[src/rtl/am_pkg.sv]
// Alignment-marker constants and lane FSM encoding shared by the lock logic.
// Marker bytes are packed with the first transmitted byte in the least significant position.
package am_pkg;

  localparam logic [1:0] AM_SYNC_HDR = 2'b01;

  localparam logic [47:0] AM_PAT0 = 48'hB8_89_6F_47_76_90;
  localparam logic [47:0] AM_PAT1 = 48'h19_3B_0F_E6_C4_F0;
  localparam logic [47:0] AM_PAT2 = 48'h64_9A_3A_9B_65_C5;
  localparam logic [47:0] AM_PAT3 = 48'hC2_86_5D_3D_79_A2;

  typedef enum logic [1:0] {
    ST_FIND    = 2'd0,
    ST_COUNT_1 = 2'd1,
    ST_COUNT_2 = 2'd2
  } am_state_t;

  function automatic logic [47:0] am_pattern(input logic [1:0] idx);
    case (idx)
      2'd0:    am_pattern = AM_PAT0;
      2'd1:    am_pattern = AM_PAT1;
      2'd2:    am_pattern = AM_PAT2;
      default: am_pattern = AM_PAT3;
    endcase
  endfunction

endpackage

[src/rtl/am_lock_lane.sv]
// Per-lane alignment-marker lock FSM: hunts for a marker, confirms it one period later,
// then tracks consecutive check-word misses until the limit drops lock.
module am_lock_lane
  import am_pkg::*;
#(
  parameter int AM_PERIOD  = 16384,
  parameter int MISS_LIMIT = 4
) (
  input  logic        clk,
  input  logic        reset,
  input  logic [49:0] word,
  input  logic        data_valid,
  input  logic        block_lock,
  output logic        am_lock,
  output logic [1:0]  lane_map,
  output logic        lock_lost,
  output am_state_t   state
);

  localparam int CW = $clog2(AM_PERIOD);

  logic [CW-1:0] word_cnt;
  logic [2:0]    miss_cnt;
  logic          marker_hit;
  logic [1:0]    marker_idx;
  logic          check_word;
  logic          check_match;
  logic          miss_final;

  always_comb begin
    marker_hit = 1'b0;
    marker_idx = 2'd0;
    if (word[1:0] == AM_SYNC_HDR) begin
      for (int i = 0; i < 4; i++) begin
        if (word[49:2] == am_pattern(2'(i))) begin
          marker_hit = 1'b1;
          marker_idx = 2'(i);
        end
      end
    end
  end

  // A different valid marker on the check word still counts as a miss.
  assign check_match = (word == {am_pattern(lane_map), AM_SYNC_HDR});
  assign check_word  = (word_cnt == CW'(AM_PERIOD - 1));
  assign miss_final  = (miss_cnt == 3'(MISS_LIMIT - 1));

  always_ff @(posedge clk) begin
    if (!reset) begin
      state     <= ST_FIND;
      word_cnt  <= '0;
      miss_cnt  <= '0;
      am_lock   <= 1'b0;
      lane_map  <= 2'd0;
      lock_lost <= 1'b0;
    end else if (!block_lock) begin
      state     <= ST_FIND;
      word_cnt  <= '0;
      miss_cnt  <= '0;
      am_lock   <= 1'b0;
      lock_lost <= am_lock;
    end else begin
      lock_lost <= 1'b0;
      if (data_valid) begin
        case (state)
          ST_FIND: begin
            if (marker_hit) begin
              lane_map <= marker_idx;
              word_cnt <= '0;
              state    <= ST_COUNT_1;
            end
          end
          ST_COUNT_1: begin
            word_cnt <= word_cnt + 1'b1;
            if (check_word) begin
              if (check_match) begin
                state    <= ST_COUNT_2;
                am_lock  <= 1'b1;
                miss_cnt <= '0;
              end else begin
                state <= ST_FIND;
              end
            end
          end
          ST_COUNT_2: begin
            word_cnt <= word_cnt + 1'b1;
            if (check_word) begin
              if (check_match) begin
                miss_cnt <= '0;
              end else if (miss_final) begin
                state     <= ST_FIND;
                am_lock   <= 1'b0;
                lock_lost <= 1'b1;
                miss_cnt  <= '0;
              end else begin
                miss_cnt <= miss_cnt + 1'b1;
              end
            end
          end
          default: state <= ST_FIND;
        endcase
      end
    end
  end

endmodule

[src/rtl/am_align_lock.sv]
// Multi-lane alignment-marker lock: one lock FSM per lane plus registered
// duplicate-mapping detection and all-lanes-locked aggregation.
module am_align_lock
  import am_pkg::*;
#(
  parameter int NUM_LANES  = 4,
  parameter int AM_PERIOD  = 16384,
  parameter int MISS_LIMIT = 4
) (
  input  logic                   clk,
  input  logic                   reset,
  input  logic [NUM_LANES*50-1:0] data_in,
  input  logic                   data_valid,
  input  logic [NUM_LANES-1:0]   block_lock,
  output logic [NUM_LANES-1:0]   am_lock,
  output logic [NUM_LANES*2-1:0] lane_mapping,
  output logic [NUM_LANES-1:0]   lock_lost,
  output logic                   all_locked,
  output logic                   dup_lane,
  output logic [NUM_LANES*2-1:0] dbg_state
);

  logic dup_c;

  for (genvar n = 0; n < NUM_LANES; n++) begin : g_lane
    am_state_t lane_state;

    am_lock_lane #(
      .AM_PERIOD (AM_PERIOD),
      .MISS_LIMIT(MISS_LIMIT)
    ) u_lane (
      .clk       (clk),
      .reset     (reset),
      .word      (data_in[50*n +: 50]),
      .data_valid(data_valid),
      .block_lock(block_lock[n]),
      .am_lock   (am_lock[n]),
      .lane_map  (lane_mapping[2*n +: 2]),
      .lock_lost (lock_lost[n]),
      .state     (lane_state)
    );

    assign dbg_state[2*n +: 2] = lane_state;
  end

  // Only locked lanes take part in the uniqueness check.
  always_comb begin
    dup_c = 1'b0;
    for (int i = 0; i < NUM_LANES; i++) begin
      for (int j = i + 1; j < NUM_LANES; j++) begin
        if (am_lock[i] && am_lock[j] &&
            (lane_mapping[2*i +: 2] == lane_mapping[2*j +: 2])) begin
          dup_c = 1'b1;
        end
      end
    end
  end

  always_ff @(posedge clk) begin
    if (!reset) begin
      dup_lane   <= 1'b0;
      all_locked <= 1'b0;
    end else begin
      dup_lane   <= dup_c;
      all_locked <= (&am_lock) && !dup_c;
    end
  end

endmodule

[config.mk]
export PLATFORM = sky130hd
export DESIGN_NAME = am_align_lock
export DESIGN_NICKNAME = d
export VERILOG_FILES = /design/src/rtl/am_pkg.sv /design/src/rtl/am_lock_lane.sv /design/src/rtl/am_align_lock.sv
export SDC_FILE = /design/constraint.sdc
export NUM_CORES = 1
export LEC_CHECK = 0
export BUFFER_PORTS_ARGS = -buffer_cell sky130_fd_sc_hd__buf_4
export CAP_MARGIN = 20
export CORE_MARGIN = 2
export CORE_UTILIZATION = 40
export CTS_BUF_LIST = sky130_fd_sc_hd__clkbuf_8
export CTS_CLUSTER_SIZE = 20
export DETAILED_ROUTE_END_ITERATION = 8
export GPL_TIMING_DRIVEN = 0
export PLACE_DENSITY = 0.62
export SKIP_CTS_REPAIR_TIMING = 1
export SYNTH_ARGS = -nofsm -noshare
export SYNTH_HDL_FRONTEND = slang
export SYNTH_HIERARCHICAL = 1
export SYNTH_SLANG_ARGS = --single-unit
[constraint.sdc]
create_clock -name clk -period 5.1 [get_ports clk]
set_input_delay 1.02 -clock clk [delete_from_list [all_inputs] [get_ports clk]]
set_output_delay 1.02 -clock clk [all_outputs]
set_load 0.02 [all_outputs]
==> flow_summary.toml, run 1 <==
[outcome]
status = "complete, no violations"

[synth]
synth_area_per_cell_um2 = 8.17
synth_flop_cell = "dfxtp_1"
seq_area_frac_synth = 0.212
synth_common_cells = "dfxtp_1 (94), nand2_1 (93), nor2_1 (60), nand3_1 (57), a21oi_1 (47)"
synth_enable_flop_cells = 0
synth_warnings = 6
yosys-top-cells-area = "dfxtp_1 (21%), ha_1 (6.2%), nor4bb_1 (4.7%)"
yosysMostFrequentCell = "dfxtp_1"
syn_nets = 1339
synth_top_area_cell = "dfxtp_1"
netlist_instances = 1088
syn-cell-area_mm2 = 0.00889
ys_ff_latch = 94
synth_top_cell_area_share = 0.212
async_flop_share = 0
synth.distinct_cells = 97

[global_route]
grt_max_degree = 26
grt_pass1_vias = 9107
overflow = 0
antenna_found_initial = 0
grt_use_total = 0.223
grt_first_pass_wirelength_um = 44200

[floorplan]
die_w_um = 153
fp.dieH_um = 153
dieArea_mm2 = 0.0234
core_area_mm2 = 0.0218
row_count = 54
ios = 233
start_util = 0.407

[clocking]
cts_made_buffers = 9
tritoncts = "yes"
cts.htree.levels = 3
cts.path.max_buffers = 2
path_clk_slew_ns = 0.09
cts_sinks = 94
clk_latency_ns = 0.39
root_buffer = "clkbuf_8"

[detailed_routing]
drt-total-wl_um = 26800
vias_per_cell = 5.82
routedWlPerCell_um = 16.6
drt_iter0_markers = 504
antenna_left = 0
routed-via-count = 9398
drt-pass1-iter-count = 5
drc_errors = 0

[setup_path]
required_ns = 5.41
critical_path_buf_inv_count = 1
r2r_end = "g_lane[1].u_lane/miss_cnt[1]$_SDFFE_PN0P_"
cp_data_arrival_time_ns = 4.17
crit_slowest_cell = "dfxtp_1"
worst_setup_path_end_kind = "register"
r2r-start = "g_lane[1].u_lane/lane_map[1]$_SDFFE_PN0P_"
path_class = "register to register"
crit_chain = "inv_1, ha_1, or4_1, a2111oi_0, o2111a_1, mux2i_1, or4b_1, a21boi_0"
cpPeakStageDelay_ns = 0.72
reg2reg_slack_ns = 1.23
reg2reg_depth = 8
critPathMaxFanout = 12
startpoint_type = "register"
critPathTopFamily = "compound AO/OA/AOI/OAI gates"

[timing]
fin_tns_setup_ns = 0
maxSlewHeadroom = 0.453
clock_skew_ns = 0.0117
fmax_ghz = 0.259
worst_pin_slew_ns = 0.800
finalCritPeriodShare = 0.758
setup_viol = 0
fin_crit_ns = 3.87
whs_ns = 0.445
rsz0062_at_grt = "no"
hold_viol = 0
slew_violations = 0

[cells_and_area]
diodes = 0
fin_nets = 1582
drive_gt1_frac = 0.237
final_util = 0.513
area_growth_pct = 26.0

[place]
hpwl_um = 21700
portBuffers = 232
gp_congestion = 0.875

[power]
ir_drop_mv = 0.0972
cellPowerDensity_mw_per_mm2 = 143
cellLeakagePower_uw = 0.00403

[worst_hold_path]
min_to = "g_lane[1].u_lane/miss_cnt[2]$_SDFFE_PN0P_"
min-delay-start = "g_lane[1].u_lane/miss_cnt[2]$_SDFFE_PN0P_"
hp-class = "register to register"
whs_path_depth = 1

[job]
max_cap_violations = 0
-- worst reg2reg max path, delay by kind of cell, from the launching register on --
| kind | cells | cell delay (ns) |
|---|---|---|
| fa+ha+maj | 1 | 0.33 |
| simple gates | 2 | 1.01 |
| buf+inv | 1 | 0.23 |
| flops | 1 | 0.72 |
| compound gates | 3 | 1.32 |
| mux | 1 | 0.18 |
-- how the worst max path moves through the flow --
stage / cells past startpoint / to / slack (ns) / startpoint
6_report: 8 / g_lane[1].u_lane/miss_cnt[1]$_SDFFE_PN0P_ / 1.23 / g_lane[1].u_lane/lane_map[1]$_SDFFE_PN0P_
5_1_grt: 8 / g_lane[1].u_lane/miss_cnt[1]$_SDFFE_PN0P_ / 0.98 / g_lane[1].u_lane/lane_map[1]$_SDFFE_PN0P_
4_1_cts: 8 / g_lane[1].u_lane/miss_cnt[1]$_SDFFE_PN0P_ / 1.23 / g_lane[1].u_lane/lane_map[1]$_SDFFE_PN0P_
3_5_place_dp: 8 / g_lane[1].u_lane/miss_cnt[1]$_SDFFE_PN0P_ / 1.11 / data_in[54]
3_3_place_gp: 8 / g_lane[1].u_lane/miss_cnt[1]$_SDFFE_PN0P_ / 1.13 / data_in[54]
2_1_floorplan: 8 / g_lane[0].u_lane/word_cnt[9]$_SDFFE_PN0P_ / 1.90 / data_in[39]
-- registers in the layout, summed over array words and instances (netlist names) --
register	flops
g_lane.u_lane/lane_map	8
g_lane.u_lane/word_cnt	56
g_lane.u_lane/am_lock	4
g_lane.u_lane/miss_cnt	12
g_lane.u_lane/lock_lost	4
g_lane.u_lane/state	8
dup_lane	1
all_locked	1
-- layout by cell type, fill, tap and decap left out, types with 10 or more instances in the layout --
cell type	Yosys	layout
buf_4	0	232
dfxtp_1	94	94
nand2_1	93	93
nor2_1	60	60
nand3_1	57	57
a21oi_1	47	47
ha_1	44	44
inv_1	42	43
xnor2_1	42	42
nor4bb_1	42	42
nand4_1	39	39
o21ai_0	38	38
nor2b_1	30	30
nand2b_1	27	27
nor3_1	24	24
and3_1	19	19
clkbuf_1	18	18
nor3b_1	18	18
nor4_1	16	16
or3_1	15	15
nand4b_1	15	15
or4_1	15	15
and2_1	14	14
and4bb_2	13	13
o31ai_1	12	12
mux2i_1	12	12
and3b_1	11	11
o211ai_1	11	11
xor2_1	10	10
clkbuf_8	0	10
-- logic make-up (layout without fill, tap and decap cells) --
family | Yosys count | count (layout) | synth area share
mux | 15 | 15 | 0.0173
simple gates | 572 | 572 | 0.420
compound gates | 243 | 243 | 0.206
xor+xnor | 52 | 52 | 0.0512
buf+inv | 68 | 316 | 0.0318
fa+ha+maj | 44 | 44 | 0.0619
flops | 94 | 94 | 0.212
-- metal layers --
| metal | up-vias | global-route usage | share of wire |
|---|---|---|---|
| met3 | 38 | 0.0306 | 0.049 |
| met2 | 259 | 0.383 | 0.48 |
| met4 | 0 | 0.0723 | 0.022 |
| met1 | 4414 | 0.288 | 0.45 |
| li1 | 4687 | - | - |
| met5 | - | 0 | 0 |
-- power breakdown --
| part | leakage [uW] | switching [uW] | internal (uW) |
|---|---|---|---|
| clock network | 0.000114 | 281 | 289 |
| logic | 0.00316 | 135 | 166 |
| registers | 0.000757 | 0.000000000000207 | 733 |
| total | 0.00403 | 416 | 1190 |
-- per-stage QoR --
stage          worst slack, ns  std cells  cell area (um2)  power, uW
2_1_floorplan             1.90       1088             8890        853
3_3_place_gp              1.13       1600            11000       1040
3_5_place_dp              1.11       1600            11000       1050
4_1_cts                   1.23       1616            11200       1620
5_1_grt                  0.978       1616            11200       1670
6_report                  1.23       1616            11200       1600
-- layout make-up --
cell class              instances  area [um2]
plain buffers                  26         125
inverters                      42         158
fillers                      2170       10600
multi-input cells             926        6730
flip-flops and latches         94        1880
clock inverters                 6        85.1
well taps                     280         350
repair buffers                232        1740
clock buffers                  10         138
(Power assumes the default switching activity.)
==> run 2, diff against run 1 <==
--- a/config.mk
+++ b/config.mk
@@ -5,6 +5,7 @@
 export SDC_FILE = /design/constraint.sdc
 export NUM_CORES = 1
 export LEC_CHECK = 0
+export ABC_AREA = 1
 export BUFFER_PORTS_ARGS = -buffer_cell sky130_fd_sc_hd__buf_4
 export CAP_MARGIN = 20
 export CORE_MARGIN = 2
@@ -13,7 +14,7 @@
 export CTS_CLUSTER_SIZE = 20
 export DETAILED_ROUTE_END_ITERATION = 8
 export GPL_TIMING_DRIVEN = 0
-export PLACE_DENSITY = 0.62
+export PLACE_DENSITY = 0.6
 export SKIP_CTS_REPAIR_TIMING = 1
 export SYNTH_ARGS = -nofsm -noshare
 export SYNTH_HDL_FRONTEND = slang
==> constraint.sdc (replaced) <==
create_clock -name clk -period 3.6 [get_ports clk]
set_input_delay 0.72 -clock clk [delete_from_list [all_inputs] [get_ports clk]]
set_output_delay 0.72 -clock clk [all_outputs]
set_load 0.02 [all_outputs]
==> flow_summary.toml, run 2 <==
[clocking]
cts_sinks = 94
root_buffer = "clkbuf_8"
cts_made_buffers = 9
tritoncts = "yes"
clk_latency_ns = 0.37
cts.htree.levels = 3
cts.path.max_buffers = 2
path_clk_slew_ns = 0.09

[timing]
hold_viol = 0
fmax_ghz = 0.315
clock_skew_ns = 0.0134
maxSlewHeadroom = 0.532
rsz0062_at_grt = "no"
worst_pin_slew_ns = 0.701
setup_viol = 0
finalCritPeriodShare = 0.881
fin_tns_setup_ns = 0
fin_crit_ns = 3.17
slew_violations = 0

[global_route]
antenna_found_initial = 1
grt_first_pass_wirelength_um = 64500
grt_pass1_vias = 12700
overflow = 0
grt_max_degree = 15
grt_use_total = 0.260

[cells_and_area]
final_cell_mix = "nand2_1 (699), nor2_1 (388), inv_1 (294), buf_4 (243), nand3_1 (140)"
drive_gt1_frac = 0.156
design_area_mm2 = 0.0140
mostFrequentLayoutCell = "nand2_1"
fin_nets = 2642
regMostFlops = "g_lane.u_lane/word_cnt"
area_growth_pct = 21.0
largest_reg_flops = 56
reg_top3 = "g_lane.u_lane/word_cnt x56, g_lane.u_lane/miss_cnt x12"

[setup_path]
r2r-start = "g_lane[0].u_lane/lane_map[1]$_SDFFE_PN0P_"
startpoint_type = "register"
path_class = "register to register"
cp_data_arrival_time_ns = 3.41
worst_setup_path_end_kind = "register"
required_ns = 3.84
reg2reg_slack_ns = 0.43
reg2reg_depth = 15
critPathMaxFanout = 14
cp-startpoint = "g_lane[0].u_lane/lane_map[1]$_SDFFE_PN0P_"

[synth]
yosysMostFrequentCell = "nand2_1"
netlist_instances = 2149
synth_enable_flop_cells = 0
ys_ff_latch = 94
synth.distinct_cells = 40
syn-cell-area_mm2 = 0.0115
async_flop_share = 0
synth_top_area_cell = "nand2_1"
seq_area_frac_synth = 0.163
synth_common_cells = "nand2_1 (699), nor2_1 (388), inv_1 (292), nand3_1 (140)"
synth_warnings = 6
synth_flop_cell = "dfxtp_1"
synth_top_cell_area_share = 0.228
syn_nets = 2400
synth_area_per_cell_um2 = 5.37
yosys-top-cells-area = "nand2_1 (23%), dfxtp_1 (16%), nor2_1 (13%)"

[detailed_routing]
drt-total-wl_um = 40400
routed-via-count = 13800
drc_errors = 0
drt-pass1-iter-count = 6
antenna_left = 0
drt_iter0_markers = 1153
vias_per_cell = 4.98
routedWlPerCell_um = 14.5

[power]
swShare = 0.312
ir_drop_mv = 0.164
p_comb_frac = 0.262
power_switching_uw = 750
cellPowerDensity_mw_per_mm2 = 172
seqPwrFrac = 0.432
p_int_uw = 1650
pwr-share-clk = 0.305
cellLeakagePower_uw = 0.00675

[outcome]
status = "complete, no violations"

[floorplan]
start_util = 0.404
fp.dieH_um = 174
die_w_um = 174
ios = 233
row_count = 62
core_area_mm2 = 0.0285
dieArea_mm2 = 0.0302

[place]
hpwl_um = 33300
portBuffers = 231
placed_cell_area_mm2 = 0.0137
gp_congestion = 0.982

[worst_hold_path]
hp-class = "register to register"
whs_path_depth = 2
min-delay-start = "g_lane[2].u_lane/miss_cnt[2]$_SDFFE_PN0P_"

[job]
max_cap_violations = 0
-- run 2: final cells by class --
| cell class | count | area [um2] |
|---|---|---|
| Buffer | 36 | 256 |
| Tap cell | 384 | 480 |
| Antenna cell | 1 | 2.50 |
| Sequential cell | 94 | 1880 |
| Clock inverter | 5 | 50.0 |
| Clock buffer | 11 | 151 |
| Inverter | 322 | 1220 |
| Timing Repair Buffer | 231 | 1730 |
| Multi-Input combinational cell | 1697 | 8170 |
| Fill cell | 3136 | 14600 |
-- run 2: cell families after synthesis --
logic type | count (synthesis) | share of synthesized area
flip-flops | 94 | 0.163
AO/OA/AOI/OAI | 140 | 0.0665
buffers and inverters | 358 | 0.128
XOR/XNOR | 86 | 0.0653
AND/OR/NAND/NOR | 1427 | 0.529
adder cells (fa/ha/maj) | 44 | 0.0477
-- run 2: routing by layer --
layer / global-route usage / vias up / part of all wire
li1: - / 7147 / -
met1: 0.344 / 6167 / 0.46
met2: 0.438 / 480 / 0.46
met3: 0.0368 / 49 / 0.066
met4: 0.0728 / 0 / 0.019
met5: 0 / - / 0
-- run 2: path summary, 6_finish.rpt --
| check | end |
|---|---|
| hold reg to reg | g_lane[2].u_lane/miss_cnt[2]$_SDFFE_PN0P_ |
| setup / recovery | g_lane[0].u_lane/am_lock$_SDFFE_PN0P_ |
| hold / removal | g_lane[2].u_lane/miss_cnt[2]$_SDFFE_PN0P_ |
| setup reg to reg | g_lane[0].u_lane/am_lock$_SDFFE_PN0P_ |
-- run 2: worst max-delay path, cell delays in order, from the launching register on --
cell and delay (ns):
dfxtp_1 0.78, inv_2 0.26, ha_1 0.33, buf_2 0.18, inv_1 0.12, nand2_1 0.06, nand2_1 0.15, nand2_1 0.07
nor2_1 0.10, nand2_1 0.05, nor2_1 0.24, nand3_2 0.18, nand2_1 0.13, nand3_2 0.13, o21bai_1 0.17, a21oi_1 0.08
-- run 2: power groups by stage --
stage                     clock network (uW)  registers [uW]  logic, uW
after floorplan                            0            1060        262
after global placement                     0            1060        621
after detailed placement                   0            1060        621
after CTS                                766            1040        623
after global routing                     790            1040        696
final                                    733            1040        630
-- run 2: per-stage QoR --
step | setup slack, ns | hold slack, ns | cells | power [uW] | util
6_report | 0.430 | 0.446 | 2781 | 2400 | 0.489
2_1_floorplan | 1.18 | 0.421 | 2149 | 1330 | -
3_5_place_dp | 0.491 | 0.434 | 2764 | 1680 | 0.482
5_1_grt | 0.235 | 0.467 | 2781 | 2530 | 0.489
3_3_place_gp | 0.529 | 0.431 | 2764 | 1680 | 0.482
4_1_cts | 0.476 | 0.448 | 2780 | 2430 | 0.489
